===== src/rtl/mem_wb_stage.sv =====
// MEM/WB pipeline register with write-back mux, register-file write port and queued UART-event strobe.
// Latency: MEM inputs captured at edge N drive rf_* in cycle N+1; stall holds the entry and it writes only once.
module mem_wb_stage #(
    parameter int PEND_W = 2
) (
    input  logic        clk,
    input  logic        reset,
    input  logic        stall,
    input  logic        flush,
    input  logic        mem_reg_wr,
    input  logic [4:0]  mem_dst,
    input  logic [1:0]  mem_wb_sel,
    input  logic [31:0] mem_alu_out,
    input  logic [31:0] mem_rdata,
    input  logic [31:0] mem_pc4,
    input  logic        uart_evt,
    output logic        rf_wr,
    output logic [4:0]  rf_addr,
    output logic [31:0] rf_wdata,
    output logic        rf_uart,
    output logic        fwd_valid,
    output logic        uart_pend,
    output logic        uart_ovf
);

    localparam logic [PEND_W-1:0] PEND_MAX = {PEND_W{1'b1}};

    logic              valid_q, valid_d;
    logic              done_q, done_d;
    logic [4:0]        dst_q, dst_d;
    logic [31:0]       data_q, data_d;
    logic [PEND_W-1:0] pend_q, pend_d;
    logic              ovf_q, ovf_d;

    logic [31:0]       wb_data;
    logic              pend_nz;
    logic              uart_dec;
    logic              uart_inc;
    logic              uart_drop;

    always_comb begin
        wb_data = mem_alu_out;
        case (mem_wb_sel)
            2'b01:   wb_data = mem_rdata;
            2'b10:   wb_data = mem_pc4;
            default: wb_data = mem_alu_out;
        endcase
    end

    // Outputs depend only on local flops, never on the MEM-side inputs.
    always_comb begin
        pend_nz   = (pend_q != '0);
        rf_wr     = valid_q & ~done_q;
        rf_addr   = dst_q;
        rf_wdata  = data_q;
        rf_uart   = pend_nz & ~rf_wr;
        fwd_valid = valid_q;
        uart_pend = pend_nz;
        uart_ovf  = ovf_q;
    end

    always_comb begin
        valid_d = valid_q;
        done_d  = done_q;
        dst_d   = dst_q;
        data_d  = data_q;
        // Flush wins over stall: a flushed slot becomes a bubble even when held.
        if (flush || !stall) begin
            valid_d = mem_reg_wr & (mem_dst != 5'd0) & ~flush;
            dst_d   = mem_dst;
            data_d  = wb_data;
            done_d  = 1'b0;
        end else begin
            done_d  = done_q | rf_wr;
        end
    end

    // A release frees a slot, so an event arriving alongside it is never dropped.
    always_comb begin
        uart_dec  = rf_uart;
        uart_drop = uart_evt & (pend_q == PEND_MAX) & ~uart_dec;
        uart_inc  = uart_evt & ~uart_drop;
        pend_d    = pend_q + PEND_W'(uart_inc) - PEND_W'(uart_dec);
        ovf_d     = ovf_q | uart_drop;
    end

    always_ff @(posedge clk) begin
        if (reset) begin
            valid_q <= 1'b0;
            done_q  <= 1'b0;
            dst_q   <= 5'd0;
            data_q  <= 32'd0;
            pend_q  <= '0;
            ovf_q   <= 1'b0;
        end else begin
            valid_q <= valid_d;
            done_q  <= done_d;
            dst_q   <= dst_d;
            data_q  <= data_d;
            pend_q  <= pend_d;
            ovf_q   <= ovf_d;
        end
    end

endmodule


===== config.mk =====
export PLATFORM = sky130hd
export DESIGN_NAME = mem_wb_stage
export DESIGN_NICKNAME = d
export VERILOG_FILES = /design/src/rtl/mem_wb_stage.sv
export SDC_FILE = /design/constraint.sdc
export NUM_CORES = 1
export LEC_CHECK = 0
export ABC_AREA = 1
export BUFFER_PORTS_ARGS = -buffer_cell sky130_fd_sc_hd__buf_4
export CAP_MARGIN = 25
export CORE_MARGIN = 10
export CORE_UTILIZATION = 31
export DETAILED_ROUTE_END_ITERATION = 12
export PLACE_DENSITY = 0.56
export SLEW_MARGIN = 5
export SYNTH_ARGS = -nofsm -noshare
export SYNTH_HDL_FRONTEND = slang
export SYNTH_SLANG_ARGS = --single-unit

===== constraint.sdc =====
create_clock -name clk -period 1.8 [get_ports clk]
set_clock_uncertainty 0.15 [all_clocks]
set_input_delay 0.36 -clock clk [delete_from_list [all_inputs] [get_ports clk]]
set_output_delay 0.36 -clock clk [all_outputs]
set_load 0.01 [all_outputs]

* Yosys cells after proc, flatten, opt, wreduce, memory -nomap -nowiden
Cells that the tools add are included.
** Operators by class
- Reduce and logical (&&, ||, !) cells :: 5
- Bitwise gates (word level) :: 14
- Equal/unequal tests :: 3
- $add $sub $neg :: 2
- Muxes and demuxes :: 1
** Operators by type and width (number)
- 32-bit one-hot mux with 2 select lines :: 1
- 1-bit bitwise AND :: 7
- 1-bit NOT :: 5
- 5-bit nonzero test :: 1
- 2-bit equality test (second input constant) :: 2
- 2-bit by 1-bit adder with 2-bit output :: 1
- 2-bit by 1-bit equality test with 1-bit output (second input constant) :: 1
- 1-bit OR :: 2
- 2-bit nonzero test :: 1
- 2-bit OR reduction :: 1
- 2-bit by 1-bit subtractor with 2-bit output :: 1
- 1-bit logical NOT :: 1
- 1-bit logical OR :: 1
** Storage, ports and cells
- Output and inout bits :: 42
- Word-level logic and storage cells :: 31
- Bits of input ports :: 109
- Register bits after elaboration :: 42

* Logic depth before layout (Yosys ltp)
- Depth after elaboration :: 10
- Gate-level depth with buffers :: 12
- Depth with buffers taken out :: 12

* Least setup slack after synthesis
OpenSTA, ideal clock, no wires.
- Path kind :: reg-to-reg
- Start point :: register valid_q (netlist: fwd_valid)
- End point :: register pend_q[1]
- Buffers on the path :: 0
- Clock period less this slack :: 1.764 ns
- Slack :: 0.036 ns
- Arrival time :: 1.499 ns
- Setup time :: 0.115 ns
- Required time :: 1.535 ns
- Cell stages (with the launch flop) :: 12
- Path through :: dfxtp_1 > nand2_1 > inv_1 > a21oi_1 > ha_1 > inv_1 > ha_1 > inv_1 > nand2_1 > nand3_1 > nand2_1 > nor2_1
** Between the ends
- Longest elaborated chain between the ends :: 9
** Ends and longest elaborated chain
- start, declared :: line 28 : logic valid_q, valid_d;
- start signal, assigned :: line 96 : valid_q <= valid_d;
- 1-bit bitwise AND (*) :: line 53 : rf_wr = valid_q & ~done_q;
- named net rf_wr :: line 17 : output logic rf_wr,
- 1-bit NOT (*) :: line 56 : rf_uart = pend_nz & ~rf_wr;
- 1-bit bitwise AND (*) :: line 56
- named net rf_uart :: line 20 : output logic rf_uart,
- 1-bit NOT :: line 81 : uart_drop = uart_evt & (pend_q == PEND_MAX) & ~uart_dec;
- 1-bit bitwise AND :: line 81
- 1-bit NOT :: line 82 : uart_inc = uart_evt & ~uart_drop;
- 1-bit bitwise AND :: line 82
- 2-bit by 1-bit adder with 2-bit output :: line 83 : pend_d = pend_q + PEND_W'(uart_inc) - PEND_W'(uart_dec);
- 2-bit by 1-bit subtractor with 2-bit output (*) :: line 83
- end signal, assigned :: line 100 : pend_q <= pend_d;
- end, declared :: line 32 : logic [PEND_W-1:0] pend_q, pend_d;
The timed path passes the listed nets; every way through them passes the cells marked *.
A chain may end at the register's enable or synchronous reset.

* Worst setup path in the final report
- Start point :: register done_q
- End point :: output port rf_uart
** Between the ends
- Longest elaborated chain between the ends :: 4
** Ends and longest elaborated chain
- start, declared :: line 29 : logic done_q, done_d;
- start signal, assigned :: line 97 : done_q <= done_d;
- 1-bit NOT :: line 53
- 1-bit bitwise AND :: line 53
- 1-bit NOT :: line 56
- 1-bit bitwise AND :: line 56
- end, declared :: line 20
Every way passes these cells.

==> run summary <==
The flow ran to the end, and the final reports show no timing, DRC or antenna violations. Relative to the synthesized area, the layout overhead comes to 49.6%. After detailed routing, the average wire length per cell comes to 13.7 um.

At the placement stage, the worst setup path has a slack of 0.0780 ns. Combinational power share: 0.366. Of all cell types, the one taking the most synthesized area is dfxtp_1.

Counting every sink on the clock net gives 42. Setup repair after global routing left no endpoint under its margin. At the pin with the least slew margin, the transition time is 0.320 ns. The tools report the final-report hold violation count as 0. The synthesized flop and latch total was 42.

The tools report the count of final max-slew check failures as 0. The summed instance area of the synthesized netlist was 2730 um^2; the overall track demand over capacity in global routing was 0.142. The worst hold path cell count was 2; the share of the clock period used by the worst path after layout was 0.928. The tools report the die area as 13000 um^2. The logs give 1.29 ns for the data required time at the worst endpoint and 2 for the deepest clock path buffer count. The first global-routing pass estimated 15.2 mm of wire. The final-report setup violation count was 0; the area fraction in compound gates after synthesis was 0.0925. The top cell types in the final layout, fill and taps aside, are 201 x nand2_1, 167 x buf_4, 44 x inv_1, 41 x nor2_1, 40 x dfxtp_1. During I/O placement, the number of pins put on the boundary was 151. The most frequent standard cell in the layout excluding fill and tap cells is nand2_1. Number of nets produced by synthesis: 564. The CTS clock-pin slew for the worst setup and hold paths came out at 0.09 ns. The root buffer cell is clkbuf_8. After the first detailed-routing iteration, the DRC count stood at 136. Across the VDD grid, the largest voltage drop is 0.291 mV. Synthesis produced 451 cells.

The post-route non-filler standard cell count was 707; the sequential group share of total power was 0.392. The standby leakage power came out at 2.29 nW. The width of the die came out at 114 um. The via count of the first global-routing pass was 3197. Dividing the synthesized area by the synthesized cell count gives 6.06 um^2. The simple-gate portion of the synthesized area is 0.459.

TritonCTS built the clock tree. The first TritonRoute pass finished after 4 iterations. In this run the vertical extent of the chip is 114 um. The critical path is of the reg -> out type. In this run, CTS created clock tree buffers numbering 5. Of all nets on the critical path, the largest fanout is 3. Summing all multi-input logic gate instances after layout gives 1570 um^2. The data arrival time of the critical path is 1.16 ns. Proportion of layout cells with a drive suffix above 1: 0.347. For the part of the power in the clock network, the log shows 0.242. In this run the power density over the cells is 669 nW/um^2.

The largest family of logic cells by synthesized area is simple AND/OR/NAND/NOR gates. The initialized floorplan defines 34 standard-cell rows. The placed wire-length estimate after detailed placement was 7.54 mm; the slack of the critical path was 0.129 ns.

The number of nets with antenna violations after detailed routing was 0. The proportion of total power due to net switching came out at 0.328. The storage element area is 843 um^2. Max-cap violations in this run came to 0.

The tightest hold path in the finished design has a slack of 0.0844 ns. The share of Yosys cell area claimed by the top area cell type is 0.308, and the initial cell density of the core is 0.316. The post-cts hold buffer count is 0, and the post-synthesis mux area share is 0. The run gives 0.787 as the worst relative slew slack. In this run the standard cell core region covers 8640 um^2.

STA classifies the critical path startpoint as a flop. The time the final worst path needs with I/O delays and setup is 1.67 ns. The logs give 698 for the cell count after placement and 0 ns for the final sum of negative setup slack. Cell-internal power: 0.00184 W. The share of the synthesized netlist area taken by xor and xnor gates came out at 0. The tools report the number of distinct library cells after synthesis as 19.

The count of inserted antenna diode cells is 0. The category of the worst setup path capture point is a primary output. The net count of the finished layout is 711.

Entering global routing, the biggest net connects 33 pins. After detailed routing, the number of vias per cell comes to 4.43. The arithmetic-cell share of the synthesized area counting full adders, half adders and majority gates was 0.0183. After detailed routing, the number of remaining DRC violations is 0. The min-delay analysis places its worst path in the category in -> reg. Based on the critical path, the design can be clocked at up to 598 MHz. Buffers placed on the I/O ports in this run total 150. Detailed routing inserted a total of 3131 vias.

The length in cells of the worst reg-to-reg path came out at 8. In this run the power spent charging and discharging nets is 0.000897 W. The latest clock arrival within the worst-skew pair is 0.29 ns, and the overall routed net length is 9.69 mm.

At the end of routability-driven placement, the weighted congestion stood at 0.782. The run gives 2 as the depth of the CTS H-tree. The number of antenna violations at the first check in global routing was 0; the number of warnings printed during yosys synthesis was 0. The filler cells instantiated in the layout total 944.

The logs give 0.308 for the share of the yosys chip area belonging to registers and 0 for the total congestion overflow. Ranked by total cell area, the synthesized netlist is headed by dfxtp_1 31%, nand2_1 28%, nand3b_1 9.1%, inv_1 6.0%, nor2_1 5.6%.
-- sequential cells by signal, indices dropped and copies added, names as in the netlist --
register	cells
rf_wdata	32
rf_addr	5
pend_q	2
done_q	1
fwd_valid	1
uart_ovf	1
-- path summary, 6_finish.rpt --
path / slack, ns / from / to
setup / recovery: 0.13 / done_q / rf_uart
hold / removal: 0.08 / reset / pend_q[0]
setup reg to reg: 0.14 / pend_q[1] / pend_q[1]
hold reg to reg: 0.33 / done_q / done_q
-- cell families after synthesis --
kind of cell,count (synthesis)
buffers and inverters,74
flip-flops,42
adder cells (fa/ha/maj),4
AND/OR/NAND/NOR,291
AO/OA/AOI/OAI,40
-- per-layer routing --
| metal | up-vias | routed length (um) | track usage |
|---|---|---|---|
| li1 | 1662 | - | - |
| met1 | 1367 | 4270 | 0.164 |
| met2 | 97 | 4560 | 0.246 |
| met3 | 5 | 813 | 0.0541 |
| met4 | 0 | 48 | 0.0251 |
| met5 | - | 0 | 0 |
-- what timing repair did --
action | in CTS | in global routing
endpoints found under the setup margin | 0 | 2
buffers inserted | 0 | 1
resized for setup | 0 | 6
-- through the flow --
step / utilization / total power, W / cell area, um^2
final: 0.473 / 0.00273 / 4090
after global routing: 0.473 / 0.00293 / 4090
after CTS: 0.471 / 0.00274 / 4070
after detailed placement: 0.460 / 0.00207 / 3970
after global placement: 0.460 / 0.00205 / 3970
after floorplan: - / 0.00160 / 2730
-- cell type report --
type,count,share of cell area
flip-flops and latches,42,0.206
repair buffers,168,0.312
clock buffers,6,0.0202
clock inverters,2,0.00306
multi-input cells,335,0.383
inverters,46,0.0423
well taps,108,0.0331
-- cell usage after synthesis --
master,instances
a21oi_1,20
a21oi_2,14
buf_2,21
buf_4,1
buf_6,2
buf_8,1
clkbuf_1,3
dfxtp_1,42
ha_1,4
inv_1,44
inv_2,2
nand2_1,202
nand3_1,3
nand3b_1,33
nor2_1,41
nor2_2,10
nor2_4,1
nor3_1,1
o21ai_0,6
-- power groups by stage --
| stage | Sequential [W] | Clock [W] | Combinational (W) |
|---|---|---|---|
| 2_1_floorplan | 0.00112 | 0 | 0.000484 |
| 3_3_place_gp | 0.00109 | 0 | 0.000963 |
| 3_5_place_dp | 0.00109 | 0 | 0.000976 |
| 4_1_cts | 0.00107 | 0.000688 | 0.000980 |
| 5_1_grt | 0.00108 | 0.000711 | 0.00113 |
| 6_report | 0.00107 | 0.000662 | 0.000999 |
-- worst max-delay path, stage by stage, from the launching register on --
cell and delay, ns:
dfxtp_2 0.33, inv_1 0.04, nand2_2 0.07, inv_1 0.07, a21oi_2 0.13, buf_4 0.12, buf_4 0.11
Note: power is estimated with default switching activity, not from simulation.
